--- src/rtl/bp_run_ctrl.sv ---
// Run-control / breakpoint-match unit: gates the CPU and halts it after a breakpoint, step or stop.
// Latency: commands and retires sampled at edge k are reflected on every output in cycle k+1.
// Backpressure: none; the CPU is throttled through cpu_en and the list is popped with reach_bp.
module bp_run_ctrl #(
  parameter int PC_W  = 32,
  parameter int CNT_W = 32
) (
  input  logic             clk,
  input  logic             rst,
  input  logic             run,
  input  logic             step,
  input  logic             stop,
  input  logic             cnt_clr,
  input  logic [PC_W-1:0]  bp_0,
  input  logic [PC_W-1:0]  bp_1,
  input  logic [PC_W-1:0]  bp_2,
  input  logic [2:0]       bp_valid,
  input  logic             commit,
  input  logic [PC_W-1:0]  commit_pc,
  output logic             cpu_en,
  output logic             reach_bp,
  output logic             halted,
  output logic [1:0]       halt_cause,
  output logic [PC_W-1:0]  halt_pc,
  output logic [CNT_W-1:0] commit_cnt
);

  typedef enum logic [1:0] {
    S_HALTED = 2'd0,
    S_RUN    = 2'd1,
    S_STEP   = 2'd2
  } state_t;

  localparam logic [1:0] CAUSE_NONE = 2'b00;
  localparam logic [1:0] CAUSE_BP   = 2'b01;
  localparam logic [1:0] CAUSE_STEP = 2'b10;
  localparam logic [1:0] CAUSE_STOP = 2'b11;

  state_t     state_q;
  state_t     state_d;
  logic [1:0] cause_d;
  logic       pop_d;
  logic       obs;
  logic       hit;

  // Later list entries only matter once they shift into bp_0.
  logic unused_list;
  assign unused_list = ^{bp_1, bp_2, bp_valid[2:1]};

  // A retire only counts while the CPU is enabled; only the list head is compared.
  assign obs = cpu_en & commit;
  assign hit = obs & bp_valid[0] & (commit_pc == bp_0);

  // Next-state, next halt cause and pop request; a hit outranks every other halt reason.
  always_comb begin
    state_d = state_q;
    cause_d = halt_cause;
    pop_d   = 1'b0;
    case (state_q)
      S_HALTED: begin
        if (stop) begin
          state_d = S_HALTED;
        end else if (run) begin
          state_d = S_RUN;
        end else if (step) begin
          state_d = S_STEP;
        end
      end
      S_RUN: begin
        if (hit) begin
          state_d = S_HALTED;
          cause_d = CAUSE_BP;
          pop_d   = 1'b1;
        end else if (stop) begin
          state_d = S_HALTED;
          cause_d = CAUSE_STOP;
        end
      end
      S_STEP: begin
        if (hit) begin
          state_d = S_HALTED;
          cause_d = CAUSE_BP;
          pop_d   = 1'b1;
        end else if (obs) begin
          state_d = S_HALTED;
          cause_d = CAUSE_STEP;
        end else if (stop) begin
          state_d = S_HALTED;
          cause_d = CAUSE_STOP;
        end
      end
      default: begin
        state_d = S_HALTED;
      end
    endcase
  end

  // State and all outputs registered; enable/halted decoded from the next state so they stay in step.
  always_ff @(posedge clk) begin
    if (rst) begin
      state_q    <= S_HALTED;
      cpu_en     <= 1'b0;
      halted     <= 1'b1;
      reach_bp   <= 1'b0;
      halt_cause <= CAUSE_NONE;
      halt_pc    <= '0;
      commit_cnt <= '0;
    end else begin
      state_q    <= state_d;
      cpu_en     <= (state_d != S_HALTED);
      halted     <= (state_d == S_HALTED);
      reach_bp   <= pop_d;
      halt_cause <= cause_d;
      if (obs) begin
        halt_pc <= commit_pc;
      end
      if (cnt_clr) begin
        commit_cnt <= '0;
      end else if (obs) begin
        commit_cnt <= commit_cnt + 1'b1;
      end
    end
  end

endmodule

--- config.mk ---
export PLATFORM = sky130hd
export DESIGN_NAME = bp_run_ctrl
export DESIGN_NICKNAME = d
export VERILOG_FILES = /design/src/rtl/bp_run_ctrl.sv
export SDC_FILE = /design/constraint.sdc
export NUM_CORES = 1
export LEC_CHECK = 0
export ABC_AREA = 1
export ABC_CLOCK_PERIOD_IN_PS = 2850
export CORE_MARGIN = 5
export CORE_UTILIZATION = 42
export DETAILED_ROUTE_END_ITERATION = 12
export PLACE_DENSITY = 0.86
export SLEW_MARGIN = 20
export SYNTH_ARGS = -nofsm -noshare
export SYNTH_HDL_FRONTEND = slang
export SYNTH_SLANG_ARGS = --single-unit
export TNS_END_PERCENT = 30
--- constraint.sdc ---
create_clock -name clk -period 2.85 [get_ports clk]
set_clock_uncertainty 0.15 [all_clocks]
set_input_delay 0.285 -clock clk [delete_from_list [all_inputs] [get_ports clk]]
set_output_delay 0.285 -clock clk [all_outputs]
set_load 0.05 [all_outputs]
== Yosys cells after proc, flatten, opt, wreduce, memory -nomap -nowiden ==
Cells that the tools add are included.
Widths: inputs -> output; s select.
Word-level totals
  input port bits: 138
  bits in registers: 71
  output and inout bits: 69
  word-level logic and storage cells: 36
Operators by class
  reduce and logical (&&, ||, !) cells: 7
  add/subtract/negate cells: 1
  equal/unequal tests: 3
  muxes and demuxes: 14
  bitwise logic cells: 4
Operators with widths (number)
  $add 32x1->32 const B: 1
  $eq 32x32->1: 1
  $mux 2: 11
  $pmux 2 s3: 1
  $reduce_or 2->1: 3
  $logic_not 2->1: 2
  $pmux 2 s2: 1
  $reduce_bool 2->1: 2
  $and 1x1->1: 3
  $eq 2x1->1 const B: 1
  $eq 2x2->1 const B: 1
  $mux 1: 1
  $not 1->1: 1

== Logic depth before layout (Yosys ltp) ==
Gate-level depths: netlist of the first run.
  word-level depth: 6
  depth in mapped cells: 12
  gate-level depth less buffers: 12

== Worst setup path before layout of the first run ==
No wires, ideal clock.
  path kind: reg-to-reg
  from: register commit_cnt[0]
  to: register commit_cnt[26]
  stages on the path, launching flop included: 11
  data arrival time: 1955 ps
  path slack: 627 ps
  library setup time: 118 ps
  buffers on the path: 0
  required time: 2582 ps
  clock period less this slack: 2223 ps
  cells stage by stage: dfxtp_1 -> ha_1 -> nand3_2 -> nor2_4 -> nand2_4 -> inv_1 -> nand4_1 -> nor3_1 -> nand3_1 -> nor3_1 -> nor2_1
On the way
  longest elaborated chain between the ends: 1
Ends and longest elaborated chain
  from (decl): line 25  | output logic [CNT_W-1:0] commit_cnt
  from (signal assigned): line 120  | commit_cnt <= commit_cnt + 1'b1;
  $add 32x1->32: line 120
Every way passes these cells.
A chain may end at the register's enable or synchronous reset.

== Final worst setup path of the first run ==
Same ends and word-level chain as after synthesis.

==> results of run 1 <==
-- critical path, cell delays in order (launching register included) --
cell	delay [ns]
dfxtp_1	0.44
ha_1	0.25
nand3_2	0.10
nor2_4	0.17
nand2_4	0.09
inv_1	0.08
nand4_1	0.13
nor3_1	0.27
nand3_1	0.15
nor3_1	0.16
nor2_1	0.07
-- per-layer routing --
layer,vias to the layer above,wire (µm),part of all wire [%],GRT usage [%]
met2,176,5166,45,33.29
li1,2025,-,-,-
met1,1813,5095,44,27.44
met5,-,0,0,0
met3,31,925,8.0,5.462
met4,0,396,3.4,10.08
-- power breakdown --
part | switching [mW] | internal (mW) | leakage (nW)
Clock | 0.363 | 0.510 | 0.109
Sequential | 0.0178 | 1.02 | 0.576
Combinational | 0.262 | 0.198 | 1.43
-- area by class of cell --
cell class,count,area [µm²]
repair buffers,143,1424
clock inverters,4,70.07
inverters,69,259.0
clock buffers,11,141.4
fillers,769,3233
multi-input cells,391,1994
well taps,108,135.1
flip-flops and latches,71,1421
-- flip-flops by register name, summed over array words and instances (netlist names) --
signal / count
commit_cnt: 32
halt_pc: 32
halt_cause: 2
state_q: 2
cpu_en: 1
halted: 1
reach_bp: 1
-- cells by family after synthesis --
family,Yosys count
adders and majority gates,5
DFF,71
and+or+nand+nor,268
xor gates and xnor gates,29
AOI/OAI and AO/OA,89
buffers and inverters,82
-- Yosys cell counts, types with 2 or more instances --
library cell	instances	share of area [%]
inv_2	6	0.60
xor2_1	8	1.9
nand3_1	21	2.8
nor2_4	3	0.91
nand2_2	3	0.50
nor3_1	15	2.0
o21ai_1	4	0.54
nor3_4	2	0.87
nand2_1	89	9.0
nand4_1	11	1.8
nor3b_1	3	0.60
xnor2_1	21	4.9
clkbuf_1	12	1.2
dfxtp_1	71	38
inv_1	62	6.2
nor3_2	2	0.54
nand3_2	2	0.54
a31oi_1	2	0.34
a21oi_1	29	3.9
o21ai_0	50	6.7
ha_1	5	1.7
nor2_1	110	11
-- how the worst max path moves through the flow --
stage	from	to	slack [ns]	cells past startpoint
final	commit_cnt[0]	commit_cnt[26]	0.67	10
after global routing	commit_cnt[0]	commit_cnt[26]	0.37	10
after CTS	commit_cnt[0]	commit_cnt[26]	0.64	10
after detailed placement	commit	commit_cnt[19]	0.51	13
after global placement	commit	commit_cnt[26]	0.55	10
after floorplan	commit_cnt[0]	commit_cnt[26]	0.63	10
-- metrics by stage --
stage	area [µm²]	std cells	util, %	total power, mW	hold WS (ns)
after floorplan	3731	544	-	1.305	0.2066
after global placement	5234	782	60.31	1.508	0.3024
after detailed placement	5234	782	60.31	1.517	0.3227
after CTS	5445	797	62.75	2.386	0.3309
after global routing	5445	797	62.75	2.477	0.3522
final	5445	797	62.75	2.372	0.3318
==> impl_metrics.csv, run 1 <==
group,metric,value,unit
run_status,status,"completed",
floorplan,rows,34,
synth,synth_simple_gate_area_share,32.70,%
sta,period_share,76.57,%
synth,ys_seq_area_share,38.10,%
synth,syn-cell-area,0.003731,mm²
floorplan,die_w,104.3,µm
clock_network,hold_buffers,0,
floorplan,io_pins,207,
route,drtPass1Iterations,5,
sta,final_max_slew_viol_count,0,
synth,synth-adder-area-share,1.677,%
global_routing,antenna_found_initial,0,
sta,finalHoldViolations,0,
placed_design,dpl.hpwl,9140,µm
setup_path,critPathMaxFanout,7,
clock_network,clkSlewWorstSetupHoldPaths,0.07,ns
clock_network,clock_sinks,71,
global_routing,grt_max_degree,52,
clock_network,cts-root-buf,"clkbuf_8",
floorplan,die_h,104.3,µm
setup_path,rrSetupSlack,0.67,ns
hold_path,holdCritPathClass,"reg2reg",
clock_network,ctsHtreeMaxLevel,3,
placed_design,place.gp.congestion,0.9053,
sta,post-route-min-period,2.182,ns
final_layout,layout_commonest_cell,"clkdlybuf4s50_1",
hold_path,hold_start,"commit_cnt[19]",
clock_network,post_cts_buffers,0,
sta,grt_setup_unrepaired,"no",
sta,max_freq,458.3,MHz
route,ant_nets,0,
floorplan,dieArea,0.01087,mm²
setup_path,timing.rr.end,"commit_cnt[26]",
synth,synth_compound_area_share,12.27,%
synth,synth_flop_cell,"dfxtp_1",
global_routing,gr-total-overflow,0,
clock_network,cts-resized-gates,0,
floorplan,core-area,0.008678,mm²
pwr,p_leak,2.113,nW
global_routing,grt_pass1_wl,19190,µm
setup_path,start_kind,"flip-flop",
clock_network,cts_buffers,9,
synth,synth.ff_latch_count,71,
synth,synth_top_family_by_area,"simple AND/OR/NAND/NOR gates",
setup_path,worstSetupPathType,"reg2reg",
final_layout,n_antenna_cell,0,
synth,synth_cells,544,
setup_path,cp_data_required_time,2.93,ns
sta,relSlewSlack,46.95,%
final_layout,final_nets,828,
route,viasPerCell,5.075,
setup_path,cp-end-kind,"flip-flop",
setup_path,regToRegStartpoint,"commit_cnt[0]",
setup_path,r2r_cells,10,
synth,syn_nets,687,
sta,setup_ws,0.6679,ns
global_routing,grt_pass1_vias,4036,
synth,synthArstFlopShare,0,%
placed_design,io_buffers,140,
global_routing,grt_use_total,21.33,%
route,drc,0,
final_layout,area_growth,45.94,%
sta,worst_pin_slew,0.7949,ns
floorplan,start_util,42.99,%
route,drtIter0Drc,198,
final_layout,drive_gt1_share,5.951,%
synth,synthDistinctLibCells,35,
synth,muxShareOfSynthArea,0,%
run,maxCapViolCount,0,
hold_path,min_to,"commit_cnt[19]",
route,wl_per_cell,14.53,µm
route,dr_total_vias,4045,
synth,synth-xor-area-share,6.808,%
synth,syn_area_per_cell,6.859,µm²
route,wl,11580,µm
synth,yosys_warnings,0,
clock_network,cts_buffer_depth,2,
synth,synth-edff-count,0,
sta,setup_violations,0,
clock_network,cts_tree,"built",
sta,setup_tns,0,ns
clock_network,clkLatencyLatePin,0.34,ns
placed_design,post-place-ws,0.5063,ns
pwr,vdd_drop_max,0.2059,mV
setup_path,worstPathArrival,2.26,ns
hold_path,hold_depth,2,
pwr,p_per_area,435.6,mW/mm²
final_layout,final_cell_mix,"clkdlybuf4s50_1, nor2_1, nand2_1",
No activity file was read; power rests on OpenSTA's default activity.
==> run 2, diff against run 1 <==
--- a/config.mk
+++ b/config.mk
@@ -6,11 +6,11 @@
 export NUM_CORES = 1
 export LEC_CHECK = 0
 export ABC_AREA = 1
-export ABC_CLOCK_PERIOD_IN_PS = 2850
+export ABC_CLOCK_PERIOD_IN_PS = 2000
 export CORE_MARGIN = 5
-export CORE_UTILIZATION = 42
+export CORE_UTILIZATION = 35
 export DETAILED_ROUTE_END_ITERATION = 12
-export PLACE_DENSITY = 0.86
+export PLACE_DENSITY = 0.77
 export SLEW_MARGIN = 20
 export SYNTH_ARGS = -nofsm -noshare
 export SYNTH_HDL_FRONTEND = slang
==> constraint.sdc (replaced) <==
create_clock -name clk -period 2 [get_ports clk]
set_clock_uncertainty 0.15 [all_clocks]
set_input_delay 0.2 -clock clk [delete_from_list [all_inputs] [get_ports clk]]
set_output_delay 0.2 -clock clk [all_outputs]
set_load 0.05 [all_outputs]
==> run 2 against run 1 <==
Net effect: power grew 40%; worst hold slack lost 0.035 ns; clock power grew 31%; non-clock buffer count grew 30; final area grew 4.4%; count of clock-buffer cells in the layout is the same; sequential cell count is the same; routed wire length grew 1.6%; critical path depth shrank 9; critical path type is now reg2out; critical endpoint is now commit_cnt[13]; largest power group unchanged.
==> impl_metrics.csv, run 2 (synthesized netlist as in run 1, its figures left out) <==
group,metric,value,unit
sta,setup_violations,0,
hold_path,hold_depth,3,
clock_network,ctsHtreeMaxLevel,3,
setup_path,max_stage_delay,0.83,ns
setup_path,critPathMaxFanout,5,
floorplan,core-area,0.01037,mm²
setup_path,cp.depth,1,
route,drtPass1Iterations,5,
final_layout,final_nets,858,
setup_path,critical-path-top-delay-family,"buffers and inverters",
floorplan,start_util,35.98,%
placed_design,dpl.hpwl,9290,µm
pwr,vdd_drop_max,0.2614,mV
floorplan,die_h,113.3,µm
sta,relSlewSlack,45.74,%
clock_network,clkLatencyLatePin,0.35,ns
setup_path,r2r_cells,10,
final_layout,regArea,0.001429,mm²
route,viasPerCell,4.787,
run,maxCapViolCount,0,
route,dr_total_vias,4098,
run_status,status,"completed",
sta,final_max_slew_viol_count,0,
setup_path,cp-end-kind,"output pin",
setup_path,cp_data_required_time,1.65,ns
setup_path,start_kind,"flip-flop",
global_routing,grt_pass1_vias,3980,
final_layout,largestRegisters,"commit_cnt: 32 flops, halt_pc: 32 flops",
setup_path,cp_slowest_cell,"clkdlybuf4s50_1",
setup_path,cp.buffers_inverters,1,
floorplan,dieArea,0.01283,mm²
global_routing,gr-total-overflow,0,
route,ant_nets,0,
floorplan,rows,37,
hold_path,holdCritPathClass,"in2reg",
route,wl_per_cell,13.75,µm
route,drtIter0Drc,198,
final_layout,area_growth,52.31,%
final_layout,final_cell_mix,"clkdlybuf4s50_1, nor2_1, nand2_1",
route,wl,11770,µm
pwr,p_per_area,582.9,mW/mm²
clock_network,clkSlewWorstSetupHoldPaths,0.08,ns
route,drc,0,
clock_network,cts_buffer_depth,2,
final_layout,n_antenna_cell,0,
setup_path,worstSetupPathType,"reg2out",
setup_path,crit_chain,"clkdlybuf4s50_1",
global_routing,grt_use_total,18.40,%
global_routing,antenna_found_initial,0,
floorplan,die_w,113.3,µm
final_layout,drive_gt1_share,12.22,%
sta,grt_setup_unrepaired,"yes",
clock_network,clock_sinks,71,
clock_network,hold_buffers,0,
final_layout,multi_input_area,0.001999,mm²
sta,period_share,97.40,%
pwr,power,3.312,mW
final_layout,nFillCells,994,
sta,max_freq,513.4,MHz
global_routing,grt_pass1_wl,18890,µm
sta,finalHoldViolations,0,
floorplan,io_pins,207,
setup_path,worstPathArrival,1.60,ns
sta,post-route-min-period,1.948,ns
clock_network,cts_buffers,9,
placed_design,io_buffers,140,
placed_design,place.gp.congestion,0.8611,
global_routing,grt_max_degree,34,
clock_network,cts-root-buf,"clkbuf_8",
pwr,p_leak,2.388,nW
final_layout,layout_commonest_cell,"clkdlybuf4s50_1",
final_layout,final_core_util,54.80,%
clock_network,post_cts_buffers,0,
sta,worst_pin_slew,0.8131,ns
clock_network,cts_tree,"built",
==> run 2: cell types whose count changed in the layout (fill, tap and decap cells not counted), sizes merged <==
cell / previous run / this run
clkdlybuf4s50: 140 / 121
dlygate4sd2: 0 / 3
clkinvlp: 0 / 2
buf: 3 / 43
bufinv: 2 / 1
dlymetal6s2s: 0 / 6
==> run 2: repair_timing <==
action	4_1_cts	5_1_grt
setup endpoints to repair	3	12
gates resized for setup	3	9
cloned	0	0
==> run 2: final timing paths <==
check / slack, ns / to / from
hold / removal: 0.30 / halt_pc[11] / commit_pc[11]
hold reg to reg: 0.32 / commit_cnt[19] / commit_cnt[19]
setup / recovery: 0.05 / commit_cnt[13] / commit_cnt[13]
setup reg to reg: 0.09 / commit_cnt[30] / commit_cnt[0]
==> run 2: layout make-up <==
class | count | share of cell area, %
multi-input cells | 391 | 35.18
repair buffers | 173 | 28.78
flip-flops and latches | 71 | 25.14
inverters | 69 | 4.557
well taps | 136 | 2.994
clock buffers | 11 | 2.312
clock inverters | 5 | 1.035
==> run 2: metal layers <==
metal	GRT usage [%]	routed length (µm)	up-vias
met5	0	0	-
met4	7.532	213	0
met3	4.599	792	17
met2	30.21	5392	124
met1	23.03	5369	1870
li1	-	-	2087
==> run 2: where the power goes <==
| group | leakage, nW | internal [mW] | switching, mW | total [mW] |
|---|---|---|---|---|
| logic | 1.72 | 0.317 | 0.380 | 0.697 |
| registers | 0.579 | 1.46 | 0.0225 | 1.48 |
| clock network | 0.0895 | 0.577 | 0.560 | 1.14 |
| total | 2.39 | 2.35 | 0.962 | 3.31 |
==> run 2: through the flow <==
stage | std cells | hold WS (ns) | area (µm²) | setup TNS [ns] | worst slack, ns
6_report | 856 | 0.2970 | 5683 | 0 | 0.05208
5_1_grt | 856 | 0.2984 | 5683 | -0.08729 | -0.04007
4_1_cts | 856 | 0.2796 | 5660 | 0 | 0.0003194
3_5_place_dp | 840 | 0.3134 | 5474 | -1.202 | -0.1511
3_3_place_gp | 840 | 0.3018 | 5474 | -0.8504 | -0.1326
2_1_floorplan | 544 | 0.1216 | 3736 | -0.006537 | -0.004304
==> run 2: worst reg2reg max path, delay by kind of cell (launching register included) <==
family                   cells  cell delay, ns
AO/OA/AOI/OAI                1            0.15
adder cells (fa/ha/maj)      1            0.20
flip-flops                   1            0.33
AND/OR/NAND/NOR              8            0.99
